==> src/rtl/eff_sel_ctrl_if.sv <==
// Effect-selection controller bus.
// Groups the switch input, sample strobe and the controller outputs.
//   sw_i   : raw asynchronous switch word (W_SEL bits)
//   vld_i  : one-cycle sample strobe, one ramp step per pulse
//   sel_o  : registered effect-select word to the effects pipe
//   gain_o : fade gain 0..RAMP_LEN (GW bits)
//   busy_o : high while a fade/swap sequence is in progress
// Modports: master drives switches/strobe (board side), slave is the controller.
interface eff_sel_ctrl_if #(
  parameter int W_SEL    = 16,
  parameter int RAMP_LEN = 64
);
  localparam int GW = $clog2(RAMP_LEN) + 1;

  logic [W_SEL-1:0] sw_i;
  logic             vld_i;
  logic [W_SEL-1:0] sel_o;
  logic [GW-1:0]    gain_o;
  logic             busy_o;

  modport master (
    output sw_i,
    output vld_i,
    input  sel_o,
    input  gain_o,
    input  busy_o
  );

  modport slave (
    input  sw_i,
    input  vld_i,
    output sel_o,
    output gain_o,
    output busy_o
  );
endinterface

==> src/rtl/eff_sel_ctrl.sv <==
// Effect-selection controller.
// Synchronizes and debounces the switch word; on an accepted change it fades
// the gain to zero (one step per vld_i), swaps the effect-select word while
// silent, then fades back up to full gain.
// Ports:
//   clk : master clock (only clock)
//   rst : synchronous active-high reset
//   bus : eff_sel_ctrl_if.slave (sw_i, vld_i in; sel_o, gain_o, busy_o out)
module eff_sel_ctrl #(
  parameter int W_SEL      = 16,
  parameter int DEB_CYCLES = 65536,
  parameter int RAMP_LEN   = 64
) (
  input  logic          clk,
  input  logic          rst,
  eff_sel_ctrl_if.slave bus
);
  localparam int GW = $clog2(RAMP_LEN) + 1;
  localparam int CW = $clog2(DEB_CYCLES);

  localparam logic [GW-1:0] GAIN_FULL = GW'(RAMP_LEN);
  localparam logic [GW-1:0] GAIN_ZERO = {GW{1'b0}};
  localparam logic [GW-1:0] GAIN_ONE  = GW'(1);
  localparam logic [CW-1:0] CNT_LAST  = CW'(DEB_CYCLES - 1);
  localparam logic [CW-1:0] CNT_ONE   = CW'(1);

  typedef enum logic [1:0] {
    ST_IDLE     = 2'd0,
    ST_FADE_OUT = 2'd1,
    ST_SWAP     = 2'd2,
    ST_FADE_IN  = 2'd3
  } state_e;

  logic [W_SEL-1:0] sync1_q, sync1_d;
  logic [W_SEL-1:0] sync2_q, sync2_d;
  logic [W_SEL-1:0] cand_q, cand_d;
  logic [CW-1:0]    cnt_q, cnt_d;
  logic [W_SEL-1:0] stable_q, stable_d;
  state_e           state_q, state_d;
  logic [GW-1:0]    gain_q, gain_d;
  logic [W_SEL-1:0] sel_q, sel_d;
  logic             busy_q, busy_d;
  logic             sel_diff_s;

  // Synchronizer shift and debounce: a word is accepted only after the
  // synchronized value has matched the candidate for DEB_CYCLES clocks.
  always_comb begin
    sync1_d  = bus.sw_i;
    sync2_d  = sync1_q;
    cand_d   = cand_q;
    cnt_d    = cnt_q;
    stable_d = stable_q;
    if (sync2_q != cand_q) begin
      cand_d = sync2_q;
      cnt_d  = {CW{1'b0}};
    end else if (cnt_q == CNT_LAST) begin
      // Counter saturates; stable keeps tracking the settled candidate.
      stable_d = cand_q;
    end else begin
      cnt_d = cnt_q + CNT_ONE;
    end
  end

  assign sel_diff_s = (stable_q != sel_q);

  // Fade FSM next-state, gain ramp and select swap.
  always_comb begin
    state_d = state_q;
    gain_d  = gain_q;
    sel_d   = sel_q;
    case (state_q)
      ST_IDLE: begin
        gain_d = GAIN_FULL;
        if (sel_diff_s) begin
          state_d = ST_FADE_OUT;
        end else begin
          state_d = ST_IDLE;
        end
      end
      ST_FADE_OUT: begin
        // Silence is reached when the registered gain is 0; this also covers
        // entering with gain already 0 (no vld_i needed).
        if (gain_q == GAIN_ZERO) begin
          state_d = ST_SWAP;
        end else if (bus.vld_i) begin
          gain_d = gain_q - GAIN_ONE;
        end else begin
          gain_d = gain_q;
        end
      end
      ST_SWAP: begin
        sel_d   = stable_q;
        gain_d  = GAIN_ZERO;
        state_d = ST_FADE_IN;
      end
      ST_FADE_IN: begin
        if (sel_diff_s) begin
          // Reverse direction from the current gain; a coincident strobe is
          // already a fade-out step.
          state_d = ST_FADE_OUT;
          if (bus.vld_i && (gain_q != GAIN_ZERO)) begin
            gain_d = gain_q - GAIN_ONE;
          end else begin
            gain_d = gain_q;
          end
        end else if (gain_q == GAIN_FULL) begin
          state_d = ST_IDLE;
        end else if (bus.vld_i) begin
          gain_d = gain_q + GAIN_ONE;
        end else begin
          gain_d = gain_q;
        end
      end
      default: begin
        // Unreachable encoding: recover through a silent soft start.
        state_d = ST_FADE_IN;
        gain_d  = GAIN_ZERO;
      end
    endcase
    busy_d = (state_d != ST_IDLE);
  end

  // State registers with synchronous reset into a soft start (FADE_IN at gain 0).
  always_ff @(posedge clk) begin
    if (rst) begin
      sync1_q  <= {W_SEL{1'b0}};
      sync2_q  <= {W_SEL{1'b0}};
      cand_q   <= {W_SEL{1'b0}};
      cnt_q    <= {CW{1'b0}};
      stable_q <= {W_SEL{1'b0}};
      state_q  <= ST_FADE_IN;
      gain_q   <= GAIN_ZERO;
      sel_q    <= {W_SEL{1'b0}};
      busy_q   <= 1'b1;
    end else begin
      sync1_q  <= sync1_d;
      sync2_q  <= sync2_d;
      cand_q   <= cand_d;
      cnt_q    <= cnt_d;
      stable_q <= stable_d;
      state_q  <= state_d;
      gain_q   <= gain_d;
      sel_q    <= sel_d;
      busy_q   <= busy_d;
    end
  end

  assign bus.sel_o  = sel_q;
  assign bus.gain_o = gain_q;
  assign bus.busy_o = busy_q;
endmodule

==> src/flat_wrapper.sv <==
// flat-port wrapper written by rule: the top's interface ports become plain ports
module eff_sel_ctrl_flat 
#(
  parameter int W_SEL      = 16,
  parameter int DEB_CYCLES = 65536,
  parameter int RAMP_LEN   = 64
)
  (clk, rst, bus_sw_i, bus_vld_i, bus_sel_o, bus_gain_o, bus_busy_o);
  eff_sel_ctrl_if #(.W_SEL(W_SEL), .RAMP_LEN(RAMP_LEN)) bus_i ();
  input  logic clk;
  input  logic rst;
  input wire logic [$bits(bus_i.sw_i)-1:0] bus_sw_i;
  input wire logic [$bits(bus_i.vld_i)-1:0] bus_vld_i;
  output wire logic [$bits(bus_i.sel_o)-1:0] bus_sel_o;
  output wire logic [$bits(bus_i.gain_o)-1:0] bus_gain_o;
  output wire logic [$bits(bus_i.busy_o)-1:0] bus_busy_o;
  assign bus_i.sw_i = bus_sw_i;
  assign bus_i.vld_i = bus_vld_i;
  assign bus_sel_o = bus_i.sel_o;
  assign bus_gain_o = bus_i.gain_o;
  assign bus_busy_o = bus_i.busy_o;
  eff_sel_ctrl #(.W_SEL(W_SEL), .DEB_CYCLES(DEB_CYCLES), .RAMP_LEN(RAMP_LEN)) u_core (.clk(clk), .rst(rst), .bus(bus_i));
endmodule
==> config.mk <==
export PLATFORM = sky130hd
export DESIGN_NAME = eff_sel_ctrl_flat
export DESIGN_NICKNAME = d
export VERILOG_FILES = /design/src/rtl/eff_sel_ctrl_if.sv /design/src/rtl/eff_sel_ctrl.sv /design/src/flat_wrapper.sv
export SDC_FILE = /design/constraint.sdc
export NUM_CORES = 1
export LEC_CHECK = 0
export CAP_MARGIN = 5
export CELL_PAD_IN_SITES_DETAIL_PLACEMENT = 1
export CELL_PAD_IN_SITES_GLOBAL_PLACEMENT = 1
export CORE_ASPECT_RATIO = 0.6
export CORE_UTILIZATION = 47
export DETAILED_ROUTE_END_ITERATION = 10
export PLACE_DENSITY_LB_ADDON = 0.05
export SYNTH_ARGS = -nofsm -noshare
export SYNTH_HDL_FRONTEND = slang
export SYNTH_SLANG_ARGS = --single-unit
==> constraint.sdc <==
create_clock -name clk -period 5.65 [get_ports clk]
set_input_delay 0.565 -clock clk [delete_from_list [all_inputs] [get_ports clk]]
set_output_delay 0.565 -clock clk [all_outputs]
set_load 0.02 [all_outputs]
**Word-level counts from Yosys, hierarchy flattened**

Cells that the tools add are included.

- Add/subtract/negate cells: 3
- $mul: 0
- Divide/modulo/power cells: 0
- Magnitude comparators: 0
- Eq/ne operators: 12
- Shift-type cells: 0
- Mux-type cells: 12
- Bitwise gates (word level): 1
- Reductions and logical operators: 8

Operator list:

| cell | count |
|---|---|
| 7-bit two-way mux | 6 |
| 16-bit != test | 2 |
| 7-bit case mux with 4 select lines | 1 |
| 16-bit by 1-bit adder with 16-bit output, second input constant | 1 |
| 16-bit equality test, second input constant | 1 |
| 2-bit case mux with 4 select lines | 1 |
| 7-bit by 1-bit adder with 7-bit output, second input constant | 1 |
| 7-bit equality test, second input constant | 1 |
| 7-bit zero test | 1 |
| 7-bit nonzero test | 1 |
| 7-bit by 1-bit subtractor with 7-bit output, second input constant | 1 |
| 2-bit two-way mux | 3 |
| 3-bit by 2-bit != test with 1-bit output, second input constant | 2 |
| 5-bit AND reduction | 1 |
| 2-bit equality test, second input constant | 2 |
| 2-bit != test, second input constant | 2 |
| 3-bit != test, second input constant | 1 |
| 2-bit by 1-bit equality test with 1-bit output, second input constant | 1 |
| 2-bit zero test | 1 |
| 2-bit AND reduction | 1 |
| 2-bit nonzero test | 1 |
| 2-bit OR reduction | 1 |
| 1-bit logical AND | 1 |
| 1-bit two-way mux | 1 |
| 1-bit inverter | 1 |

- Flip-flop bits (word level): 106
- Bits in latches: 0
- Memory bits (writable): 0
- ROM bits: 0
- Output and inout bits: 24
- Logic and storage cells: 45
- Memories kept: 0

**Longest topological paths before layout**

- Depth in word-level cells: 5
- Mapped depth: 8

**Least setup slack after synthesis**

Ideal clock, no wire load.

- Kind: register to register
- Start: reg u_core.gain_q[0], in the netlist u_core.bus.gain_o[0]
- End: reg u_core.gain_q[1], in the netlist u_core.bus.gain_o[1]
- Arrival: 2.037 ns
- Slack: 3.512 ns
- Cell stages (with the launch flop): 9
- Period minus slack after synthesis: 2.138 ns
- Path through: dfxtp_1 inv_1 ha_1 or3b_4 nor3_4 nand4_2 mux2_4 a211o_1 o41ai_1

- Word-level cells in the longest chain between the ends: 5
- Elaborated cells on any way between the ends: 17
- Those cells by class: 2 x add/sub; 4 x eq/ne; 7 x mux; 4 x reduce/logical

Ends and longest elaborated chain:

| element | line | RTL |
|---|---|---|
| from (decl) | eff_sel_ctrl.sv:40 | `logic [GW-1:0] gain_q, gain_d;` |
| from (signal assigned) | eff_sel_ctrl.sv:142 | `gain_q <= gain_d;` |
| 7-bit by 1-bit adder with 7-bit output | eff_sel_ctrl.sv:109 | `gain_d = gain_q + GAIN_ONE;` |
| 7-bit two-way mux | eff_sel_ctrl.sv:108 | `end else if (bus.vld_i) begin` |
| 7-bit two-way mux | eff_sel_ctrl.sv:106 | `end else if (gain_q == GAIN_FULL) begin` |
| 7-bit two-way mux | eff_sel_ctrl.sv:97 | `if (sel_diff_s) begin` |
| 7-bit case mux with 4 select lines | eff_sel_ctrl.sv:71 | `case (state_q)` |

Parallel ways exist; a longest one is shown, timed or not. The select of a mux whose other input is x is not followed.
A chain may end at the register's enable or synchronous reset.

**Final worst setup path**

- Start: reg u_core.gain_q[0], in the netlist u_core.bus.gain_o[0]
- End: reg u_core.gain_q[0], in the netlist u_core.bus.gain_o[0]

Same word-level chain as after synthesis.

==> run metrics <==
number of failing hold endpoints at the final stage 0; top-level port count 43; final setup violating endpoints 0; die extent in y 75.9 µm; later-pin clock latency in the skew report 0.35 ns; final-report max-slew violation count 0; Die Area 9490 µm²; Req. time, crit path 5.93 ns; Sw Share 23.2%; drt wl/cell 16.6 µm; CTS H-Tree Depth 3; vias in the first global route 3,012; Max-cap violations 0; type of origin of the critical path flop; drt drc 0; clock-pin slew reported for the worst setup and hold paths after clock tree synthesis 0.07 ns; net total in the final layout 504; number of standard cells after synthesis 452; Least-Margin Pin Slew 1.16 ns; Crit Path Class flop to flop; pin count of the biggest net entering global routing 60; largest fanout on the critical path 8; cell count after placement between 500 and 600; antenna diode count 0; #FFs+latches synth between 100 and 150; number of DRC markers in iteration 0 188; detailed-placement wirelength estimate 7110 µm; Hold Crit Class flop to flop; VDD IR max 0.151 mV; Post-Route Hold Slack 0.440 ns; total power draw roughly 1.4 mW; final worst clock skew 0.00757 ns; initial antenna violation count 0; Post-CTS Setup Bufs 0; sequential share of power 53.7%; layer carrying the most global-route usage met1; clock share of power about two fifths; part of the Yosys area used for sequential elements 49.6%; Top FF cell, synth dfxtp_1; via density per instance roughly 5.4; relative slew slack approximately 22%; RSZ-0062 raised after global routing no; final worst path period share a little over two fifths; First-pass DRT Iterations 6; design internal power 1.11 mW; GR Layer Usage met2 32.3%; Num Clock Sinks between 100 and 150; Logic pwr share 4.8%; met3 track utilization from global routing 5.48%; core area 8650 µm²; number of warnings reported in the yosys synthesis log 0; x dimension of the die 125 µm; run status finished clean; Final Wtd Congestion 0.783; number of port buffers 42; Avg Inst Size Synth 9.46 µm²; layout-stage area growth over the synthesis result 17.4%; Inserted Clock Buffers 9; number of synthesized flops with an enable pin 0; number of gates resized after CTS 0; CP arrival around 2.7 ns; category of the worst setup path capture point flop; Synth Cell Area about 4300 µm²; Pwr per Cell Area 287 nW/µm²; vias after detailed routing 3,213; CTS tree done; fraction of final layout cells with drive strength greater than 1 approximately 5.8%; Total Wirelength 9920 µm; Longest Clk Path Bufs 2; number of standard-cell rows in the floorplan 26; leakage power of the design ~2.0 nW; worst reg2reg setup slack 3.19 ns; post-route non-filler standard cell count between 500 and 600; count of distinct cell types in the synthesized netlist 52; global routing usage summed across all routing layers 22.2%; Fmax 0.406 GHz; fin crit period ~2.5 ns; number of nets in the synthesized netlist 474; Antenna Violating Nets Remaining 0; proportion of register bits with asynchronous set or reset after synthesis 0%; Net Switching 0.334 mW; global-route wire length before repair 15,800 µm; clk root buf clkbuf_16; effective utilization at floorplan 49.4%; final sum of negative setup slack 0 ns; number of buffers added to fix hold violations after cts 0; grt total ovfl 0; routing usage on met1 between 30% and 40%
## metal layers
metal,routed length [µm],vias up
met5,0,-
met4,95,0
met3,406,8
met2,4010,56
met1,5410,1546
li1,-,1603
## cell families after synthesis
group | share of synthesized area, %
simple gates | 25.0
flops | 49.6
compound gates | 8.08
xor+xnor | 9.02
buf+inv | 2.78
mux | 4.57
fa+ha+maj | 0.878
## path summary, 6_finish.rpt
kind / startpoint / to / cells past startpoint
setup reg to reg: u_core.bus.gain_o[0] / u_core.bus.gain_o[0] / 8
hold / removal: u_core.sync1_q[5] / u_core.sync2_q[5] / 1
setup / recovery: u_core.bus.gain_o[0] / u_core.bus.gain_o[0] / 8
hold reg to reg: u_core.sync1_q[5] / u_core.sync2_q[5] / 1
## critical path, cell delays in order (launching register included)
cell     delay [ns]
dfxtp_1        0.40
inv_1          0.11
ha_1           0.17
or3b_4         0.41
nor3_4         0.26
nand4_2        0.21
mux2i_1        0.51
o21ai_0        0.16
a21oi_1        0.16
## power groups by stage
stage	Clock, mW	Combinational [mW]	Sequential, mW
2_1_floorplan	0	0.0453	0.787
3_3_place_gp	0	0.0677	0.790
3_5_place_dp	0	0.0699	0.790
4_1_cts	0.610	0.0702	0.773
5_1_grt	0.637	0.0760	0.775
6_report	0.597	0.0694	0.773
## synthesized netlist by cell type, types with 3 or more instances
master       n  area [µm²]
nor3_1       9        45.0
nand2b_1     4        25.0
xnor2_1     25         219
nor2_1      30         113
nor4_1       4        25.0
a21oi_1     23         115
mux2i_1     18         180
and4_1       4        35.0
nand4_1      9        56.3
nand2_1     46         173
xor2_1      19         166
clkbuf_1    20        75.1
a211oi_1     3        22.5
dfxtp_1    106        2120
nor3b_1      4        30.0
ha_1         3        37.5
o2111ai_1    4        35.0
nor2b_1     52         325
o21ai_0      8        40.0
or2_2        4        25.0
inv_1        5        18.8
nand3_1     13        65.1
or4_1        4        30.0
and3_1       5        31.3
## stage by stage
step	instance area, µm²	worst slack, ns	util, %
floorplan	4270	3.51	-
global placement	4740	3.06	54.7
detailed placement	4740	3.01	54.7
CTS	5020	3.24	58.0
global route	5020	3.02	58.0
finish	5020	3.19	58.0
## cell type report
cell class / instances / area, µm²
multi-input combinational: 317 / 2030
fill: 977 / 3630
tap: 112 / 140
clock inverter: 6 / 56.3
timing repair buffer: 43 / 423
inverter: 5 / 18.8
sequential: 106 / 2120
clock buffer: 9 / 225
## registers in the layout, summed over array words and instances (netlist names)
signal and flops:
u_core.state_q 2, u_core.sync1_q 16, u_core.sync2_q 16, u_core.bus.sel_o 16
u_core.bus.gain_o 7, u_core.cnt_q 16, u_core.stable_q 16, u_core.cand_q 16
u_core.bus.busy_o 1
## layout by cell type, fill, tap and decap left out, types with 2 or more instances in the layout
cell,instances
dfxtp_1,106
nor2b_1,52
nand2_1,46
clkdlybuf4s50_1,41
nor2_1,30
xnor2_1,25
a21oi_1,23
xor2_1,19
mux2i_1,18
nand3_1,13
nand4_1,9
nor3_1,9
clkbuf_16,9
o21ai_0,8
inv_1,5
and3_1,5
nand2b_1,4
nor4_1,4
and4_1,4
or4_1,4
nor3b_1,4
o2111ai_1,4
or2_2,4
a211oi_1,3
ha_1,3
a21boi_1,2
a211o_1,2
inv_6,2
inv_8,2
Power figures use the tool's default switching activity.
